<file path="src/rtl/vga_timing_gen.sv">
// VGA raster timing generator: pixel-rate divider, horizontal/vertical
// counters, coordinate decode for the text-mode card, and a registered
// RGB332 + sync output stage sharing one pixel period of latency.
module vga_timing_gen #(
  parameter int unsigned CLK_DIV  = 2,
  parameter int unsigned H_ACTIVE = 640,
  parameter int unsigned H_FP     = 16,
  parameter int unsigned H_SYNC   = 96,
  parameter int unsigned H_BP     = 48,
  parameter int unsigned V_ACTIVE = 480,
  parameter int unsigned V_FP     = 10,
  parameter int unsigned V_SYNC   = 2,
  parameter int unsigned V_BP     = 33
) (
  input  logic       clk,
  input  logic       reset,
  input  logic [7:0] color_in,
  output logic [9:0] x_ptr,
  output logic [9:0] y_ptr,
  output logic       hsync,
  output logic       vsync,
  output logic [2:0] red,
  output logic [2:0] green,
  output logic [1:0] blue,
  output logic       frame_start
);

  localparam int unsigned H_TOTAL = H_ACTIVE + H_FP + H_SYNC + H_BP;
  localparam int unsigned V_TOTAL = V_ACTIVE + V_FP + V_SYNC + V_BP;
  localparam int unsigned DIV_W   = (CLK_DIV > 1) ? $clog2(CLK_DIV) : 1;

  localparam logic [DIV_W-1:0] DIV_LAST = DIV_W'(CLK_DIV - 1);
  localparam logic [9:0] H_ACT_C   = 10'(H_ACTIVE);
  localparam logic [9:0] H_SS_C    = 10'(H_ACTIVE + H_FP);
  localparam logic [9:0] H_SE_C    = 10'(H_ACTIVE + H_FP + H_SYNC);
  localparam logic [9:0] H_LAST_C  = 10'(H_TOTAL - 1);
  localparam logic [9:0] V_ACT_C   = 10'(V_ACTIVE);
  localparam logic [9:0] V_SS_C    = 10'(V_ACTIVE + V_FP);
  localparam logic [9:0] V_SE_C    = 10'(V_ACTIVE + V_FP + V_SYNC);
  localparam logic [9:0] V_LAST_C  = 10'(V_TOTAL - 1);

  logic [DIV_W-1:0] div_cnt;
  logic [9:0]       h_cnt;
  logic [9:0]       v_cnt;
  logic             pix_tick;
  logic             h_vis;
  logic             v_vis;
  logic             visible;
  logic             hs_raw;
  logic             vs_raw;

  // Pixel tick on the last system clock of each pixel period.
  always_comb begin
    pix_tick = (div_cnt == DIV_LAST);
  end

  // Combinational decode of the counter registers; stable across a pixel.
  always_comb begin
    h_vis   = (h_cnt < H_ACT_C);
    v_vis   = (v_cnt < V_ACT_C);
    visible = h_vis & v_vis;
    x_ptr   = h_vis ? h_cnt : '0;
    y_ptr   = v_vis ? v_cnt : '0;
    hs_raw  = !((h_cnt >= H_SS_C) && (h_cnt < H_SE_C));
    vs_raw  = !((v_cnt >= V_SS_C) && (v_cnt < V_SE_C));
  end

  // Clock divider producing the pixel rate.
  always_ff @(posedge clk or posedge reset) begin
    if (reset) begin
      div_cnt <= '0;
    end else if (pix_tick) begin
      div_cnt <= '0;
    end else begin
      div_cnt <= div_cnt + DIV_W'(1);
    end
  end

  // Raster counters: column advances per pixel, row advances on column wrap.
  always_ff @(posedge clk or posedge reset) begin
    if (reset) begin
      h_cnt <= '0;
      v_cnt <= '0;
    end else if (pix_tick) begin
      if (h_cnt == H_LAST_C) begin
        h_cnt <= '0;
        v_cnt <= (v_cnt == V_LAST_C) ? '0 : v_cnt + 10'd1;
      end else begin
        h_cnt <= h_cnt + 10'd1;
      end
    end
  end

  // Output stage: sync and colour registered together so they stay aligned.
  always_ff @(posedge clk or posedge reset) begin
    if (reset) begin
      hsync <= 1'b1;
      vsync <= 1'b1;
      red   <= '0;
      green <= '0;
      blue  <= '0;
    end else if (pix_tick) begin
      hsync <= hs_raw;
      vsync <= vs_raw;
      {red, green, blue} <= visible ? color_in : '0;
    end
  end

  // One-clock pulse as the counters wrap back to the frame origin.
  always_ff @(posedge clk or posedge reset) begin
    if (reset) begin
      frame_start <= 1'b0;
    end else begin
      frame_start <= pix_tick && (h_cnt == H_LAST_C) && (v_cnt == V_LAST_C);
    end
  end

endmodule

</file>
<file path="config.mk">
export PLATFORM = sky130hd
export DESIGN_NAME = vga_timing_gen
export DESIGN_NICKNAME = d
export VERILOG_FILES = /design/src/rtl/vga_timing_gen.sv
export SDC_FILE = /design/constraint.sdc
export NUM_CORES = 1
export LEC_CHECK = 0
export CORE_MARGIN = 2
export CORE_UTILIZATION = 40
export DETAILED_ROUTE_END_ITERATION = 6
export PLACE_DENSITY = 0.67
export SYNTH_ARGS = -nofsm -noshare
export SYNTH_HDL_FRONTEND = slang
export SYNTH_SLANG_ARGS = --single-unit
</file>
<file path="constraint.sdc">
create_clock -name clk -period 2.05 [get_ports clk]
set_clock_uncertainty 0.05 [all_clocks]
set_input_delay 0.41 -clock clk [delete_from_list [all_inputs] [get_ports clk]]
set_output_delay 0.41 -clock clk [all_outputs]
set_load 0.05 [all_outputs]
</file>
# == After elaboration in Yosys (flattened, before gate mapping) ==
# Index checks and enable logic that the tools add are counted.
# totals
ff_bits,32
latch_bits,0
mem_bits_rw,0
romBits,0
in_bits,10
out_inout_bits,31
elab_cells,34
memories,0
# op_classes
n_addsub,3
mul,0
div,0
n_lt_le_gt_ge,6
eq_ne,2
shift,0
n_mux,6
bitwise_logic,1
n_reduce_logical,7
# op_table
operator,count
10-bit two-way mux,4
"10-bit by 1-bit adder with 10-bit output, second input constant",2
"10-bit equality test, second input constant",2
"10-bit less-than comparator, second input constant",2
"10-bit by 9-bit less-than comparator with 1-bit output, second input constant",2
"10-bit greater-or-equal comparator, second input constant",1
"10-bit by 9-bit greater-or-equal comparator with 1-bit output, second input constant",1
8-bit two-way mux,1
1-bit logical AND,4
1-bit zero test,2
2-bit AND reduction,1
"1-bit adder, second input constant",1
1-bit AND,1
1-bit two-way mux,1

# == Longest topological paths before layout ==
# depth
ltp_word,3
mapped_depth,6
depth_no_buf,6

# == Least setup slack after synthesis ==
# Ideal clock, no wire load.
# synth_path
kind,flip-flop to output port
from,register v_cnt[8]
to,output port y_ptr[0]
arrival_time_ps,1784
required_time_ps,1590
path_slack_ps,-194
stages_incl_launch_ff,4
path_buffers,1
path_cell_list,dfrtp_1 -> and4_1 -> clkbuf_1 -> nor3_1
# synth_between
elab_chain_cells,2
# synth_rtl
element,line,source
"start, declared",44,logic [9:0] v_cnt;
"start signal, assigned",87,v_cnt <= (v_cnt == V_LAST_C) ? '0 : v_cnt + 10'd1;
10-bit by 9-bit less-than comparator with 1-bit output,60,v_vis = (v_cnt < V_ACT_C);
10-bit two-way mux,63,y_ptr = v_vis ? v_cnt : '0;
"end, declared",19,"output logic [9:0] y_ptr,"
# Every way passes these cells.

# == Worst setup path after layout ==
# Same ends and word-level chain as after synthesis.

==> results.toml <==
[outcome]
outcome = "finished clean"

[cells_and_area]
nFillCells = 338
areaGrowthSynthToFinish_pct = 44.2
finalNonFillerCells = 261
diodes = 0
register_area_um2 = 803
drive_gt1_share_pct = 21.3
final_nets = 225
multiInputGateArea_um2 = 806

[clock_tree]
holdBufCountCts = 0
clk_latency_ns = 0.28
clk_path_buf_depth = 2
cts-root-buf = "clkbuf_8"
path_clk_slew_ns = 0.06
cts_tree = "yes"
ctsHtreeMaxLevel = 2
numCtsBuffers = 5
clock-sinks = 32

[yosys]
yosysUniqueCellTypes = 34
synth-main-ff-cell = "dfrtp_1"
yosys_warnings = 0
synthMuxAreaShare_pct = 1.21
synth_area_leaders = "dfrtp_1 45%, a22o_1 5.8%, and2_1 5.3%"
syn_nets = 178
ys_seq_area_share_pct = 48.4
synthAdderAreaFrac_pct = 3.02
avgSynthCellArea_um2 = 10.1
synth-xor-area-share_pct = 5.28
synth_compound_area_share_pct = 9.88
synth.top_cell.area_share_pct = 45.2
ys_seq_elements = 32
synthTopCellsByCount = "30 x dfrtp_1, 15 x nand3_1, 14 x and2_1, 11 x a22o_1"
synth_cells = 164
synth_top_area_cell = "dfrtp_1"
synth.most_common_cell = "dfrtp_1"
synth_edf_count = 0
synthArstFlopShare_pct = 100
synth_top_family_by_area = "simple AND/OR/NAND/NOR gates"
synth-simple-area-share_pct = 27.6
netlist_area_um2 = 1660

[power]
peakVddDrop_uv = 413
power_density_nw_per_um2 = 524
leakage_nw = 1.09

[grt]
grt.met2_usage_pct = 30.6
grt_max_degree = 33
grt.busiest_layer = "met2"
grt_pass1_wl_mm = 6.54
use_met1_pct = 23.4
track_usage_pct = 19.5
grt_pass1_vias = 1385
grtUsageMet3_pct = 6.41
overflow = 0
antenna_found_initial = 0

[placement]
dp.cells = 254
dp_slack_ns = 0.152
io_buffers = 39
hpwl_mm = 2.81
place_congestion = 0.838

[die]
fp.coreArea_um2 = 4000
dieArea_um2 = 4680
start_util_pct = 41.5
die_width_um = 68.4
io_pins = 41
die_y_um = 68.4
rows = 23

[detailed_routing]
vias_per_cell = 5.28
first_iter_violations = 71
drc_errors = 0
vias = 1378
routed_wl_mm = 3.88
ant_nets = 0
firstDrtPassIters = 4
wl_per_cell_um = 14.9

[critical_path]
cp_max_fo = 5
crit_required_ns = 1.59
cp_data_arrival_time_ns = 1.52
crit_path_end = "y_ptr[0]"
r2r_end = "v_cnt[8]$_DFFE_PP0P_"
crit_path_start = "v_cnt[8]$_DFFE_PP0P_"
worstSetupEndpointType = "output pin"
ff2ff_path_depth = 6
r2r_slack_ns = 0.19
worst_setup_path_start_kind = "register"
worstSetupPathType = "reg -> out"
rr_startpoint = "h_cnt[0]$_DFFE_PP0P_"

[sta]
slew_violations = 0
whs_ns = 0.454
maxSlewHeadroom_pct = 65.0
rsz0062_at_grt = "true"
setup_viol = 0
setup_ws_ns = 0.0729
tightest_slew_ns = 0.523
min_period_ns = 1.98
min_period_over_period_pct = 96.4
max_freq_ghz = 0.506
hold_violations = 0

[flow_run]
max_cap_viol_count = 0

[min_path]
min_path_type = "reg -> reg"
## final cells by class
cell class / count / area share (%)
inverter: 7 / 1.10
clock buffer: 7 / 4.03
multi-input combinational: 118 / 33.7
timing repair buffer: 47 / 25.0
sequential: 32 / 33.6
tap: 50 / 2.62
## worst min path at each step
stage                    startpoint              endpoint  slack, ns  cells past startpoint
4_1_cts           vsync$_DFFE_PP1P_     vsync$_DFFE_PP1P_       0.45                      2
5_1_grt          red[2]$_DFFE_PP0P_    red[2]$_DFFE_PP0P_       0.49                      1
3_5_place_dp      vsync$_DFFE_PP1P_     vsync$_DFFE_PP1P_       0.44                      2
3_3_place_gp      vsync$_DFFE_PP1P_     vsync$_DFFE_PP1P_       0.44                      2
2_1_floorplan  v_cnt[8]$_DFFE_PP0P_  v_cnt[8]$_DFFE_PP0P_       0.44                      1
6_report          vsync$_DFFE_PP1P_     vsync$_DFFE_PP1P_       0.45                      2
## worst max-delay path: stages (launching register included)
cell     delay (ns)
dfrtp_1        0.43
and4_1         0.27
buf_4          0.17
nor3_2         0.19
buf_12         0.17
## layer usage
metal | vias to the layer above | share of wire (%)
li1 | 664 | -
met1 | 681 | 43
met2 | 29 | 51
met3 | 4 | 4.6
met4 | 0 | 1.2
met5 | - | 0
## metrics by stage
| step | util (%) | TNS (ns) | cell area [um^2] | total power [mW] |
|---|---|---|---|---|
| after CTS | 59.6 | 0 | 2380 | 1.27 |
| final | 59.8 | 0 | 2390 | 1.25 |
| after global routing | 59.8 | -0.0179 | 2390 | 1.31 |
| after floorplan | - | -0.388 | 1660 | 0.706 |
| after global placement | 56.8 | 0 | 2270 | 0.744 |
| after detailed placement | 56.8 | 0 | 2270 | 0.745 |
## where the power goes
group,total [mW],internal (mW),switching (mW),leakage [nW]
logic,0.0884,0.0349,0.0535,0.632
registers,0.644,0.640,0.00437,0.407
clock network,0.521,0.299,0.222,0.0503
## placed cells by master, fill, tap and decap left out, drive strengths merged, types with 2 or more instances in the layout
master | synthesis | routed
nor4 | 2 | 2
nor2b | 5 | 5
and3 | 6 | 6
ha | 4 | 4
clkdlybuf4s50 | 0 | 18
nor3 | 7 | 7
nand2 | 7 | 7
or3 | 2 | 2
inv | 7 | 7
nand3 | 15 | 15
xnor2 | 6 | 6
buf | 4 | 29
mux2i | 2 | 2
dfstp | 2 | 2
a21oi | 2 | 2
nand4 | 4 | 4
and2 | 14 | 14
clkbuf | 3 | 7
xor2 | 4 | 4
o21ai | 8 | 8
dfrtp | 30 | 30
a22o | 11 | 11
nand4b | 3 | 3
and4 | 2 | 2
nor2 | 8 | 8
## registers in the layout, indices dropped and copies added (netlist names), 2 cells and up
signal	count
v_cnt	10
green	3
blue	2
red	3
h_cnt	10
## cell families (layout without fill, tap and decap cells)
kind of cell | count (synthesis) | in the layout
adders and majority gates | 4 | 4
AOI/OAI and AO/OA | 23 | 23
other | 1 | 1
DFF | 32 | 32
muxes | 2 | 2
xor gates and xnor gates | 10 | 10
buffers and inverters | 14 | 61
and+or+nand+nor | 78 | 78
## repair_timing
action,CTS,global route
pin swaps,0,0
buffers inserted,0,0
setup endpoints to repair,8,15
endpoints found under the hold margin,0,0
gates resized for setup,3,3
Note: power is estimated with default switching activity, not from simulation.
